File: src/rtl/multicycle_control.sv
// rtl/multicycle_control.sv - multicycle MIPS main control FSM with memory-ready wait and halt/fault tracking
module multicycle_control #(
  parameter int TIMEOUT = 15,
  parameter int CNT_W   = 32
) (
  input  logic             CLK,
  input  logic             reset,
  input  logic [5:0]       Op,
  input  logic             Zero,
  input  logic             MemReady,
  output logic             PCWrite,
  output logic             IorD,
  output logic             MemRead,
  output logic             MemWrite,
  output logic             IRWrite,
  output logic             MemtoReg,
  output logic             RegDst,
  output logic             RegWrite,
  output logic             ALUSrcA,
  output logic [1:0]       ALUSrcB,
  output logic [1:0]       ALUOp,
  output logic [1:0]       PCSource,
  output logic [3:0]       State,
  output logic             Halted,
  output logic [1:0]       Fault,
  output logic [CNT_W-1:0] InstrCount
);

  localparam int WAIT_W = $clog2(TIMEOUT + 1);

  localparam logic [5:0] OP_R    = 6'b000000;
  localparam logic [5:0] OP_LW   = 6'b100011;
  localparam logic [5:0] OP_SW   = 6'b101011;
  localparam logic [5:0] OP_BEQ  = 6'b000100;
  localparam logic [5:0] OP_BNE  = 6'b000101;
  localparam logic [5:0] OP_J    = 6'b000010;
  localparam logic [5:0] OP_ADDI = 6'b001000;

  localparam logic [1:0] FAULT_ILLEGAL = 2'b01;
  localparam logic [1:0] FAULT_TIMEOUT = 2'b10;

  typedef enum logic [3:0] {
    S_FETCH  = 4'd0,
    S_DECODE = 4'd1,
    S_MEMADR = 4'd2,
    S_MEMRD  = 4'd3,
    S_MEMWB  = 4'd4,
    S_MEMWR  = 4'd5,
    S_EXEC   = 4'd6,
    S_RCOMP  = 4'd7,
    S_BRANCH = 4'd8,
    S_JUMP   = 4'd9,
    S_ADDIEX = 4'd10,
    S_ADDIWB = 4'd11,
    S_HALT   = 4'd12
  } state_t;

  state_t            state, next_state;
  logic [WAIT_W-1:0] wait_cnt;
  logic [1:0]        fault_q, next_fault;
  logic              wait_state, timed_out, retire;
  logic              pc_write, ir_write, mem_read, mem_write, reg_write;

  assign wait_state = (state == S_FETCH) || (state == S_MEMRD) || (state == S_MEMWR);
  assign timed_out  = wait_state && !MemReady && (wait_cnt == WAIT_W'(TIMEOUT));

  always_ff @(posedge CLK or negedge reset) begin
    if (!reset) begin
      state      <= S_FETCH;
      wait_cnt   <= '0;
      fault_q    <= 2'b00;
      InstrCount <= '0;
    end else begin
      state <= next_state;
      if (next_state != state)
        wait_cnt <= '0;
      else if (wait_state && !MemReady)
        wait_cnt <= wait_cnt + WAIT_W'(1);
      if (retire)
        InstrCount <= InstrCount + CNT_W'(1);
      if (next_state == S_HALT && state != S_HALT)
        fault_q <= next_fault;
    end
  end

  always_comb begin
    next_state = state;
    next_fault = 2'b00;
    retire     = 1'b0;
    pc_write   = 1'b0;
    ir_write   = 1'b0;
    mem_read   = 1'b0;
    mem_write  = 1'b0;
    reg_write  = 1'b0;
    IorD       = 1'b0;
    MemtoReg   = 1'b0;
    RegDst     = 1'b0;
    ALUSrcA    = 1'b0;
    ALUSrcB    = 2'b00;
    ALUOp      = 2'b00;
    PCSource   = 2'b00;
    case (state)
      S_FETCH: begin
        mem_read = 1'b1;
        ALUSrcB  = 2'b01;
        ir_write = MemReady;
        pc_write = MemReady;
        if (MemReady) begin
          next_state = S_DECODE;
        end else if (timed_out) begin
          next_state = S_HALT;
          next_fault = FAULT_TIMEOUT;
        end
      end
      S_DECODE: begin
        ALUSrcB = 2'b11;
        case (Op)
          OP_LW, OP_SW:   next_state = S_MEMADR;
          OP_R:           next_state = S_EXEC;
          OP_BEQ, OP_BNE: next_state = S_BRANCH;
          OP_J:           next_state = S_JUMP;
          OP_ADDI:        next_state = S_ADDIEX;
          default: begin
            next_state = S_HALT;
            next_fault = FAULT_ILLEGAL;
          end
        endcase
      end
      S_MEMADR: begin
        ALUSrcA    = 1'b1;
        ALUSrcB    = 2'b10;
        next_state = (Op == OP_SW) ? S_MEMWR : S_MEMRD;
      end
      S_MEMRD: begin
        IorD     = 1'b1;
        mem_read = 1'b1;
        if (MemReady) begin
          next_state = S_MEMWB;
        end else if (timed_out) begin
          next_state = S_HALT;
          next_fault = FAULT_TIMEOUT;
        end
      end
      S_MEMWB: begin
        MemtoReg   = 1'b1;
        reg_write  = 1'b1;
        retire     = 1'b1;
        next_state = S_FETCH;
      end
      S_MEMWR: begin
        IorD      = 1'b1;
        mem_write = 1'b1;
        if (MemReady) begin
          retire     = 1'b1;
          next_state = S_FETCH;
        end else if (timed_out) begin
          next_state = S_HALT;
          next_fault = FAULT_TIMEOUT;
        end
      end
      S_EXEC: begin
        ALUSrcA    = 1'b1;
        ALUOp      = 2'b10;
        next_state = S_RCOMP;
      end
      S_RCOMP: begin
        RegDst     = 1'b1;
        reg_write  = 1'b1;
        retire     = 1'b1;
        next_state = S_FETCH;
      end
      S_BRANCH: begin
        ALUSrcA    = 1'b1;
        ALUOp      = 2'b01;
        PCSource   = 2'b01;
        pc_write   = (Op == OP_BNE) ? ~Zero : Zero;
        retire     = 1'b1;
        next_state = S_FETCH;
      end
      S_JUMP: begin
        PCSource   = 2'b10;
        pc_write   = 1'b1;
        retire     = 1'b1;
        next_state = S_FETCH;
      end
      S_ADDIEX: begin
        ALUSrcA    = 1'b1;
        ALUSrcB    = 2'b10;
        next_state = S_ADDIWB;
      end
      S_ADDIWB: begin
        reg_write  = 1'b1;
        retire     = 1'b1;
        next_state = S_FETCH;
      end
      S_HALT: next_state = S_HALT;
      default: begin
        next_state = S_HALT;
        next_fault = FAULT_ILLEGAL;
      end
    endcase
  end

  // Strobes are gated by reset itself so a write in flight drops immediately, not at the next edge.
  assign PCWrite  = pc_write & reset;
  assign IRWrite  = ir_write & reset;
  assign MemRead  = mem_read & reset;
  assign MemWrite = mem_write & reset;
  assign RegWrite = reg_write & reset;

  assign State  = state;
  assign Halted = (state == S_HALT);
  assign Fault  = fault_q;

endmodule

File: config.mk
export PLATFORM = sky130hd
export DESIGN_NAME = multicycle_control
export DESIGN_NICKNAME = d
export VERILOG_FILES = /design/src/rtl/multicycle_control.sv
export SDC_FILE = /design/constraint.sdc
export NUM_CORES = 1
export LEC_CHECK = 0
export CORE_ASPECT_RATIO = 1.25
export CORE_MARGIN = 3
export CORE_UTILIZATION = 36
export CTS_BUF_LIST = sky130_fd_sc_hd__clkbuf_4
export DETAILED_ROUTE_END_ITERATION = 8
export PLACE_DENSITY = 0.72
export SLEW_MARGIN = 10
export SYNTH_ARGS = -nofsm -noshare
export SYNTH_HDL_FRONTEND = slang
export SYNTH_SLANG_ARGS = --single-unit
File: constraint.sdc
create_clock -name CLK -period 3.3 [get_ports CLK]
set_input_delay 0.99 -clock CLK [delete_from_list [all_inputs] [get_ports CLK]]
set_output_delay 0.99 -clock CLK [all_outputs]
set_load 0.01 [all_outputs]
# [Word level (Yosys, flattened, before mapping)]
# Index checks and enable logic that the tools add are counted.
[totals] elab_cells=82 input_bits=10 output_inout_bits=54 ff_bits=42
[op_classes] bitwise=6 n_reduce_logical=20 add_sub_neg=2 muxes=28 eq_ne=22
[ops] op="$add 32x1->32 const B" count=1
[ops] op="$pmux 4 s8" count=1
[ops] op="$eq 4x4->1 const B" count=7
[ops] op="$mux 4" count=6
[ops] op="$pmux 4 s5" count=1
[ops] op="$eq 4x3->1 const B" count=4
[ops] op="$eq 6x3->1 const B" count=2
[ops] op="$eq 6x6->1 const B" count=2
[ops] op="$pmux 2 s3" count=2
[ops] op="$mux 1" count=11
[ops] op="$reduce_or 2->1" count=5
[ops] op="$reduce_or 9->1" count=1
[ops] op="$eq 4x2->1 const B" count=2
[ops] op="$pmux 2 s2" count=2
[ops] op="$reduce_or 7->1" count=1
[ops] op="$eq 6x2->1 const B" count=1
[ops] op="$eq 6x4->1 const B" count=1
[ops] op="$logic_not 6->1" count=1
[ops] op="$reduce_or 3->1" count=2
[ops] op="$and 1x1->1" count=5
[ops] op="$reduce_or 5->1" count=1
[ops] op="$add 4x1->4 const B" count=1
[ops] op="$eq 4x1->1 const B" count=1
[ops] op="$logic_not 4->1" count=1
[ops] op="other kinds (12)" count=16

# [Logic depth before layout (Yosys ltp)]
[depth] word_depth=10 ltp_mapped=7 depth_no_buf=6

# [Worst setup path before layout]
# No wires, ideal clock.
[synth_timing] path_kind="input -> output" start="input port Op[1]" end="output port PCWrite" n_path_buf=0 path_slack_ns=0.444 required_ns=2.310 path_stages=5 arrival_time_ns=1.866 path_cell_list="nor4_1 nand3_1 xor2_1 o32ai_1 and2_1"
[synth_between] elab_chain_cells=4
[synth_rtl] element="start, declared" line="8" rtl="input logic [5:0] Op,"
[synth_rtl] element="$eq 6x3->1" line="176" rtl="pc_write = (Op == OP_BNE) ? ~Zero : Zero;"
[synth_rtl] element="$mux 1" line="176"
[synth_rtl] element="$pmux 1 s3" line="102" rtl="case (state)"
[synth_rtl] element="$and 1x1->1" line="205" rtl="assign PCWrite = pc_write & reset;"
[synth_rtl] element="end, declared" line="11" rtl="output logic PCWrite,"
# No other way between the ends.

# [Final worst setup path]
[layout_timing] start="input port Op[5]" end="output port PCWrite"
# The elaborated chain is that of the path after synthesis.

==> reports/results.tsv <==
metric	value	unit
Synth Area in Adders	0.01019	
critical path arrival	2200	ps
core area	6606	µm²
CTS Hold Bufs	0	
status	finished clean	
Post-route DRC	0	
number of synthesis warnings	0	
Cells after Synth	245	
CP Cell Sequence	dlygate4sd2_1 -> nor4_4 -> nand3_1 -> xor2_1 -> o32ai_1 -> and2_1 -> buf_2	
Inserted Clock Buffers	5	
Final Util	0.4956	
worst reg2reg path depth	6	
setup bufs post-CTS	0	
clock skew	13.18	ps
io pins	64	
DR vias	2145	
Die H	98.33	µm
register clock-pin slew on the reported worst setup and hold paths	110	ps
Netlist cell types	55	
Hold WC Path Type	in2async	
Net Count, Synth	257	
Final Power	1.732	mW
DIE AREA	7852	µm²
CTS H-tree lvls	2	
Clock Latency Late Sink	340	ps
Synth Area in Compound Gates	0.1045	
Fmax achieved	0.3134	GHz
share of flip-flops with an asynchronous set or reset after synthesis	1.000	
# port buffers	63	
WL per Instance	14.26	µm
Static Leak	1.379	nW
Syn Area/Cell	10.02	µm²
placed inst area	3217	µm²
power per cell area	528.8	nW/µm²
Worst-Margin Slew	637.4	ps
worst vdd ir	0.3318	mV
Max-slew headroom	0.5728	
sequential-to-total area share from yosys stat	0.4281	
Fin. Hold Viols	0	
post-synthesis mux area share	0.008665	
Fillers	633	
number of placement rows	33	
Yosys reg bits	42	
Diodes inserted	0	
largest net degree at the start of global routing	42	
Critical Path Max Stage Delay	290	ps
Tmin final	3191	ps
most common cell after layout, fill and taps aside	clkdlybuf4s50_1	
setup TNS	0	ps
Root Buffer	clkbuf_4	
most frequent cells in the layout	clkdlybuf4s50_1 (55), dfrtp_1 (42), xnor2_1 (25)	
Area Overhead vs Synth	33.38	%
grt total ovfl	0	
CP max stage cell	nor4_4	
pre-CTS WS	-552.7	ps
vias in the first global route	2135	
Starting Density	0.3716	
Max Slew Vio Count	0	
WL final	5762	µm
Pre-antenna DRT Iters	4	
die span in x	79.86	µm
Post-synth EDFFs	0	
first-pass GRT wire length	9956	µm
Max Cap Viol	0	
critical path launch point type	input pin	
Placer Congestion	0.9243	
largest family of logic cells by synthesized area	simple AND/OR/NAND/NOR gates	
Post-Syn Area	2455	µm²
CP max FO	2	
Final Non-Filler Cells	404	
CTS max path bufs	2	
most common flop cell mapped by yosys	dfrtp_1	
layout cells sized above 1	0.1199	
Routed Antenna Nets	0	
Simple-Gate Fraction of Synth Area	0.2854	
CTS sink cnt	42	
Vias per Instance	5.309	
Final period util	0.9669	
initial antenna violation count	0	
DRT iter0 DRCs	60	
NumNets Final	329	
XOR/XNOR share of the synthesized area	0.1315	
critical path capture point type	output port	
Hold WS	457.5	ps
worst setup margin	109.2	ps
hpwl dp	4465	µm
final setup violation count	0	
TritonCTS clock tree	done	
RSZ-0062 raised after global routing	no	
overall routing resource usage	0.1560	
cell area after layout	3274	µm²
Worst Path Class, Setup	in2out	
Inst Count DP	397	
Crit path required time	2310	ps
[final cells by class]
class,instances,area (µm²),share of cell area
multi-input combinational,189,1341,0.4096
sequential,42,1051,0.3210
timing repair buffer,75,710.7,0.2170
tap,87,108.9,0.03324
clock buffer,5,37.54,0.01146
inverter,4,15.01,0.004585
clock inverter,2,10.01,0.003057
[Yosys cell counts (3+ instances only)]
library cell / number / area share
and2_1: 7 / 0.018
nor4_1: 3 / 0.0076
nor2_1: 19 / 0.029
buf_2: 5 / 0.010
buf_4: 3 / 0.0092
nand2b_1: 3 / 0.0076
and3_1: 6 / 0.015
xnor2_1: 25 / 0.089
nand3_1: 20 / 0.041
dfrtp_1: 42 / 0.43
nand4_1: 10 / 0.025
nor3_1: 9 / 0.018
and4_1: 5 / 0.018
nand2_1: 17 / 0.026
a21oi_1: 4 / 0.0082
xor2_1: 10 / 0.036
inv_1: 4 / 0.0061
o21ai_0: 7 / 0.014
[per-layer routing]
| metal | track usage | vias up | wire [µm] |
|---|---|---|---|
| met5 | 0 | - | 0 |
| met4 | 0.06372 | 0 | 96 |
| met3 | 0.03506 | 8 | 324 |
| met2 | 0.2662 | 84 | 2932 |
| met1 | 0.1875 | 1019 | 2408 |
| li1 | - | 1034 | - |
[worst paths after layout]
check | startpoint | end | slack [ps]
max | Op[5] | PCWrite | 110
min in group CLK | InstrCount[31] | InstrCount[31] | 490
min | reset | State[3] | 460
min reg2reg | InstrCount[31] | InstrCount[31] | 490
max in group asynchronous | reset | State[0] | 2120
max reg2reg | State[0] | Fault[0] | 1050
[state kept, by name (all words and copies together) (netlist names)]
signal      count
InstrCount     32
State           4
wait_cnt        4
Fault           2
[power by group]
| part | switching (mW) | internal (mW) |
|---|---|---|
| sequential | 0.100 | 0.577 |
| clock | 0.155 | 0.0769 |
| combinational | 0.421 | 0.401 |
| total | 0.677 | 1.05 |
[critical path: cells and delay by family]
kind | cells | cell delay, ps
buffers and inverters | 2 | 390
AND/OR/NAND/NOR | 3 | 560
AO/OA/AOI/OAI | 1 | 110
XOR/XNOR | 1 | 150
[what timing repair did]
item,4_1_cts,5_1_grt
gates resized for setup,11,2
endpoints found under the setup margin,2,1
pin swaps,3,2
[cells by family (layout without fill, tap and decap cells)]
family | count (synthesis) | count (layout)
AOI/OAI and AO/OA | 31 | 31
xor gates and xnor gates | 36 | 36
adders and majority gates | 2 | 2
buffers and inverters | 14 | 86
DFF | 42 | 42
muxes | 2 | 2
and+or+nand+nor | 118 | 118
No activity file was read; power rests on OpenSTA's default activity.
